==> config.mk <==
export PLATFORM = sky130hd
export DESIGN_NAME = counter_update_merger_flat
export DESIGN_NICKNAME = d
export VERILOG_FILES = /design/src/rtl/counter_update_merger_pkg.sv /design/src/rtl/counter_update_merger_if.sv /design/src/rtl/counter_update_merger_snap_fifo.sv /design/src/rtl/counter_update_merger.sv /design/src/flat_wrapper.sv
export SDC_FILE = /design/constraint.sdc
export NUM_CORES = 1
export LEC_CHECK = 0
export ABC_AREA = 1
export BUFFER_PORTS_ARGS = -buffer_cell sky130_fd_sc_hd__buf_2
export CAP_MARGIN = 20
export CORE_MARGIN = 5
export CORE_UTILIZATION = 60
export CTS_BUF_LIST = sky130_fd_sc_hd__clkbuf_8
export DETAILED_ROUTE_END_ITERATION = 10
export GPL_TIMING_DRIVEN = 0
export PLACE_DENSITY = 0.81
export SYNTH_ARGS = -nofsm -noshare
export SYNTH_HDL_FRONTEND = slang
export SYNTH_HIERARCHICAL = 1
export SYNTH_SLANG_ARGS = --single-unit
==> constraint.sdc <==
create_clock -name clk -period 3.2 [get_ports clk]
set_input_delay 0.48 -clock clk [delete_from_list [all_inputs] [get_ports clk]]
set_output_delay 0.48 -clock clk [all_outputs]
set_load 0.03 [all_outputs]
==> src/rtl/counter_update_merger_pkg.sv <==
// Shared defaults and the snapshot record type for the counter update merger.
package counter_merge_pkg;

    localparam int DEF_WIDTH  = 4;
    localparam int DEF_STEP_A = 1;
    localparam int DEF_STEP_B = 2;
    localparam int DEF_DEPTH  = 4;

    typedef struct packed {
        logic                 wrap;
        logic [DEF_WIDTH-1:0] data;
    } snap_t;

endpackage

==> src/rtl/counter_update_merger_if.sv <==
// Request handshakes, live count and snapshot stream of the counter update merger.
interface counter_update_merger_if #(
    parameter int WIDTH = counter_merge_pkg::DEF_WIDTH
);
    logic             a_valid;
    logic             a_ready;
    logic             b_valid;
    logic             b_ready;
    logic [WIDTH-1:0] count;
    logic             snap_valid;
    logic             snap_ready;
    logic [WIDTH-1:0] snap_data;
    logic             snap_wrap;

    modport master (
        output a_valid, b_valid, snap_ready,
        input  a_ready, b_ready, count, snap_valid, snap_data, snap_wrap
    );

    modport slave (
        input  a_valid, b_valid, snap_ready,
        output a_ready, b_ready, count, snap_valid, snap_data, snap_wrap
    );
endinterface

==> src/rtl/counter_update_merger_snap_fifo.sv <==
// Circular snapshot buffer with an occupancy counter; head entry is read without bypass.
module snap_fifo #(
    parameter int DEPTH = counter_merge_pkg::DEF_DEPTH,
    parameter int DW    = counter_merge_pkg::DEF_WIDTH + 1
) (
    input  logic          clk,
    input  logic          rst_n,
    input  logic          i_push,
    input  logic [DW-1:0] i_data,
    input  logic          i_pop,
    output logic [DW-1:0] o_data,
    output logic          o_full,
    output logic          o_empty
);
    localparam int AW = $clog2(DEPTH);

    logic [DW-1:0] r_mem [DEPTH];
    logic [AW-1:0] r_wr_ptr;
    logic [AW-1:0] r_rd_ptr;
    logic [AW:0]   r_occ;
    logic          w_push;
    logic          w_pop;

    assign o_full  = (r_occ == (AW+1)'(DEPTH));
    assign o_empty = (r_occ == {(AW+1){1'b0}});
    assign w_push  = i_push & ~o_full;
    assign w_pop   = i_pop & ~o_empty;
    assign o_data  = r_mem[r_rd_ptr];

    // Storage array; contents need no reset because occupancy gates visibility.
    always_ff @(posedge clk) begin
        if (w_push) begin
            r_mem[r_wr_ptr] <= i_data;
        end
    end

    // Pointers wrap naturally at the power-of-two depth.
    always_ff @(posedge clk) begin
        if (!rst_n) begin
            r_wr_ptr <= {AW{1'b0}};
            r_rd_ptr <= {AW{1'b0}};
            r_occ    <= {(AW+1){1'b0}};
        end else begin
            if (w_push) begin
                r_wr_ptr <= r_wr_ptr + AW'(1);
            end
            if (w_pop) begin
                r_rd_ptr <= r_rd_ptr + AW'(1);
            end
            case ({w_push, w_pop})
                2'b10:   r_occ <= r_occ + (AW+1)'(1);
                2'b01:   r_occ <= r_occ - (AW+1)'(1);
                default: r_occ <= r_occ;
            endcase
        end
    end
endmodule

==> src/rtl/counter_update_merger.sv <==
// Merges two increment sources into one counter update per cycle and logs each result.
module counter_update_merger
    import counter_merge_pkg::*;
#(
    parameter int WIDTH  = DEF_WIDTH,
    parameter int STEP_A = DEF_STEP_A,
    parameter int STEP_B = DEF_STEP_B,
    parameter int DEPTH  = DEF_DEPTH
) (
    input  logic                    clk,
    input  logic                    rst_n,
    counter_update_merger_if.slave  bus
);
    logic [WIDTH-1:0] r_count;
    logic [WIDTH:0]   w_inc;
    logic [WIDTH:0]   w_sum;
    logic [WIDTH:0]   w_head;
    logic             w_full;
    logic             w_empty;
    logic             w_ready;
    logic             w_fire_a;
    logic             w_fire_b;
    logic             w_push;
    logic             w_pop;

    // Ready comes only from registered occupancy and reset, never from the requesters.
    assign w_ready  = rst_n & ~w_full;
    assign w_fire_a = bus.a_valid & w_ready;
    assign w_fire_b = bus.b_valid & w_ready;
    assign w_push   = w_fire_a | w_fire_b;
    assign w_pop    = bus.snap_ready & ~w_empty;
    assign w_sum    = {1'b0, r_count} + w_inc;

    // Combined step for this cycle; both sources together still make one update.
    always_comb begin
        w_inc = {(WIDTH+1){1'b0}};
        case ({w_fire_a, w_fire_b})
            2'b10:   w_inc = (WIDTH+1)'(STEP_A);
            2'b01:   w_inc = (WIDTH+1)'(STEP_B);
            2'b11:   w_inc = (WIDTH+1)'(STEP_A + STEP_B);
            default: w_inc = {(WIDTH+1){1'b0}};
        endcase
    end

    // Sole writer of the counter.
    always_ff @(posedge clk) begin
        if (!rst_n) begin
            r_count <= {WIDTH{1'b0}};
        end else if (w_push) begin
            r_count <= w_sum[WIDTH-1:0];
        end else begin
            r_count <= r_count;
        end
    end

    snap_fifo #(
        .DEPTH (DEPTH),
        .DW    (WIDTH + 1)
    ) u_snap_fifo (
        .clk     (clk),
        .rst_n   (rst_n),
        .i_push  (w_push),
        .i_data  (w_sum),
        .i_pop   (w_pop),
        .o_data  (w_head),
        .o_full  (w_full),
        .o_empty (w_empty)
    );

    assign bus.a_ready    = w_ready;
    assign bus.b_ready    = w_ready;
    assign bus.count      = r_count;
    assign bus.snap_valid = ~w_empty;
    assign bus.snap_data  = w_head[WIDTH-1:0];
    assign bus.snap_wrap  = w_head[WIDTH];
endmodule

==> src/flat_wrapper.sv <==
// flat-port wrapper written by rule: the top's interface ports become plain ports
module counter_update_merger_flat import counter_merge_pkg::*;
#(
    parameter int WIDTH  = DEF_WIDTH,
    parameter int STEP_A = DEF_STEP_A,
    parameter int STEP_B = DEF_STEP_B,
    parameter int DEPTH  = DEF_DEPTH
)
  (clk, rst_n, bus_a_valid, bus_b_valid, bus_snap_ready, bus_a_ready, bus_b_ready, bus_count, bus_snap_valid, bus_snap_data, bus_snap_wrap);
  counter_update_merger_if #(.WIDTH(WIDTH)) bus_i ();
  input  logic clk;
  input  logic rst_n;
  input wire logic [$bits(bus_i.a_valid)-1:0] bus_a_valid;
  input wire logic [$bits(bus_i.b_valid)-1:0] bus_b_valid;
  input wire logic [$bits(bus_i.snap_ready)-1:0] bus_snap_ready;
  output wire logic [$bits(bus_i.a_ready)-1:0] bus_a_ready;
  output wire logic [$bits(bus_i.b_ready)-1:0] bus_b_ready;
  output wire logic [$bits(bus_i.count)-1:0] bus_count;
  output wire logic [$bits(bus_i.snap_valid)-1:0] bus_snap_valid;
  output wire logic [$bits(bus_i.snap_data)-1:0] bus_snap_data;
  output wire logic [$bits(bus_i.snap_wrap)-1:0] bus_snap_wrap;
  assign bus_i.a_valid = bus_a_valid;
  assign bus_i.b_valid = bus_b_valid;
  assign bus_i.snap_ready = bus_snap_ready;
  assign bus_a_ready = bus_i.a_ready;
  assign bus_b_ready = bus_i.b_ready;
  assign bus_count = bus_i.count;
  assign bus_snap_valid = bus_i.snap_valid;
  assign bus_snap_data = bus_i.snap_data;
  assign bus_snap_wrap = bus_i.snap_wrap;
  counter_update_merger #(.WIDTH(WIDTH), .STEP_A(STEP_A), .STEP_B(STEP_B), .DEPTH(DEPTH)) u_core (.clk(clk), .rst_n(rst_n), .bus(bus_i));
endmodule
==> impl_metrics.toml <==
[outcome]
status = "complete, no violations"

[clocking]
clk_latency_ps = 280
cts_root_buf = "clkbuf_8"
cts_sinks = 33
htree_levels = 2
hold_buffers = 0
cts.path.max_buffers = 2
cts_buffers = 5
post_cts_buffers = 0
clkTransAtPathRegs_ps = 60
post_cts_resized = 0
cts_tree = "yes"

[sta]
rsz0062_at_grt = "false"
min_period_over_period = 0.733
hold_viol_final = 0
setup_violations = 0
drv_slew = 0
layout_min_cycle_time_ps = 2350
fmax_ghz = 0.426
skew_ps = 3.01
setup_tns_ps = 0
worstMarginPinSlew_ps = 519
slew_headroom = 0.653

[power_and_ir_drop]
irDropWorstVdd_mv = 0.663
powerDensity_nw_per_um2 = 765
power.leakage_nw = 0.790

[floorplan]
rows = 18
die_x_um = 60.7
die_area_um2 = 3680
coreArea_um2 = 2480
start_util = 0.622
die_h_um = 60.7
io-pin-count = 17

[routing]
drt_iter0_drc = 61
wl_met1_mm = 1.15
dr.pass1.iters = 4
totalWireLength_mm = 2.84
drcViolationCount = 0
vias_per_cell = 5.37
ant_nets = 0
wl_met2_mm = 1.42
routed.top_layer = "met4"
wl_per_cell_um = 13.0
dr_wl_met3_um = 215
num_vias = 1175

[finish]
drive_above_1_share = 0.175
multiInputGateArea_um2 = 544
final-seq-area_um2 = 861
area_delta_synth_final_pct = 13.0
final_net_count = 202
num_antenna_cells = 0
instances_no_fill = 219
fillers = 194

[worst_hold_path]
whs_path_depth = 2
min_to = "u_core/u_snap_fifo/r_rd_ptr[0]"
worstHoldStart = "u_core/u_snap_fifo/r_rd_ptr[0]"
hp-class = "flip-flop to flip-flop"

[synth]
synth_edf_count = 20
yosysSeqAreaShare = 0.559
synthArstFlopShare = 0
netlist_instances = 165
yosysTopAreaCellShare = 0.390
synthesis.nets = 179
synth_top_cells_by_count = "nor2_1 (30), inv_1 (28), edfxtp_1 (20)"
avgSynthCellArea_um2 = 9.33
synth-seq-cells = 33
syn_area_um2 = 1540
synthTopCellsByArea = "edfxtp_1 (39%), dfxtp_1 (17%), nor2_1 (7.3%)"
ys_warn_count = 6
yosys.area.top_type = "edfxtp_1"
synth_most_common_cell = "nor2_1"
synthDistinctLibCells = 18
synthFlopType = "edfxtp_1"

[global_route]
track_usage = 0.177
overflow = 0
grt_pass1_wl_mm = 4.64
grt_max_degree = 15
grt_pass1_vias = 1117
antenna_found_initial = 0

[flow_run]
drv_cap = 0

[placement]
portBuffers = 16
dp_hpwl_mm = 2.06
gp_congestion = 0.757
placed_cells_incl_taps = 211

[critical_path]
timing.rr.end = "u_core/u_snap_fifo/r_occ[2]"
critPathLaunchType = "flip-flop"
critPathKind = "flip-flop to flip-flop"
end_kind = "flip-flop"
r2r-start = "u_core/u_snap_fifo/r_occ[0]"
crit_path_max_fanout = 10
reg2reg_depth = 15
required_ps = 3420
regToRegSetupSlack_ps = 850
cp.arrival_ps = 2570
-- sequential cells by signal, indices dropped and copies added, names as in the netlist, named ones only --
signal / flops
u_core/u_snap_fifo/r_wr_ptr: 2
u_core/u_snap_fifo/r_occ: 3
u_core/u_snap_fifo/r_rd_ptr: 2
u_core/u_snap_fifo/r_mem: 20
u_core/bus.count: 4
-- worst max-delay path by stage --
stage | cells after the start | end | slack, ps | from
global placement | 13 | u_core/u_snap_fifo/r_occ[2] | 970 | rst_n
finish | 15 | u_core/u_snap_fifo/r_occ[2] | 850 | u_core/u_snap_fifo/r_occ[0]
global route | 16 | u_core/u_snap_fifo/r_occ[2] | 610 | u_core/u_snap_fifo/r_occ[0]
detailed placement | 13 | u_core/u_snap_fifo/r_occ[2] | 880 | rst_n
floorplan | 16 | u_core/u_snap_fifo/r_occ[2] | 1160 | u_core/u_snap_fifo/r_occ[0]
CTS | 15 | u_core/u_snap_fifo/r_occ[2] | 880 | u_core/u_snap_fifo/r_occ[0]
-- routing by layer --
metal  track usage  vias to the layer above
met5             0                        -
met2         0.325                       57
met3        0.0404                        9
met1         0.190                      528
met4        0.0836                        0
li1              -                      581
-- cell families after synthesis --
family | synth area share
AOI/OAI and AO/OA | 0.0918
xor gates and xnor gates | 0.00569
adders and majority gates | 0.0829
buffers and inverters | 0.0877
DFF | 0.559
and+or+nand+nor | 0.173
-- cell type report --
class,instances,share of cell area
multi-input cells,98,0.313
clock buffers,5,0.0395
well taps,30,0.0216
clock inverters,3,0.00791
repair buffers,16,0.0460
inverters,32,0.0690
plain buffers,2,0.00863
flip-flops and latches,33,0.495
-- worst max-delay path: stages, from the launching register on --
cell	delay [ps]
dfxtp_1	300
inv_2	100
nand3_2	160
inv_1	110
inv_1	70
nand3_1	120
nand2_2	150
nand2_1	200
ha_1	190
inv_1	70
fa_1	450
nand2_1	110
nand3_1	80
nand2_1	60
inv_1	30
nor2_1	80
-- metrics by stage --
| stage | area (µm²) | util | power [mW] | setup slack [ps] | hold slack, ps |
|---|---|---|---|---|---|
| finish | 1740 | 0.703 | 1.33 | 855 | 500 |
| global route | 1740 | 0.703 | 1.41 | 607 | 509 |
| CTS | 1740 | 0.703 | 1.34 | 875 | 496 |
| detailed placement | 1660 | 0.669 | 1.05 | 881 | 480 |
| global placement | 1660 | 0.669 | 1.02 | 973 | 464 |
| floorplan | 1540 | - | 0.923 | 1160 | 448 |
-- placed cells by master, fill, tap and decap left out, drive strengths merged, types with 5 or more instances in the layout --
| master | Yosys | final |
|---|---|---|
| o21ai | 15 | 15 |
| nand2 | 18 | 18 |
| clkbuf | 0 | 5 |
| buf | 2 | 18 |
| nand3 | 11 | 11 |
| edfxtp | 20 | 20 |
| nor2 | 30 | 30 |
| dfxtp | 13 | 13 |
| ha | 7 | 7 |
| inv | 32 | 33 |
| o22ai | 5 | 5 |
| a21oi | 7 | 7 |
-- power by group --
group | total, mW | switching, mW | leakage, nW | internal, mW
Clock | 0.290 | 0.143 | 0.0491 | 0.147
Sequential | 0.565 | 0.0347 | 0.291 | 0.530
Combinational | 0.477 | 0.337 | 0.450 | 0.140
Total | 1.33 | 0.515 | 0.790 | 0.817
Note: power is estimated with default switching activity, not from simulation.
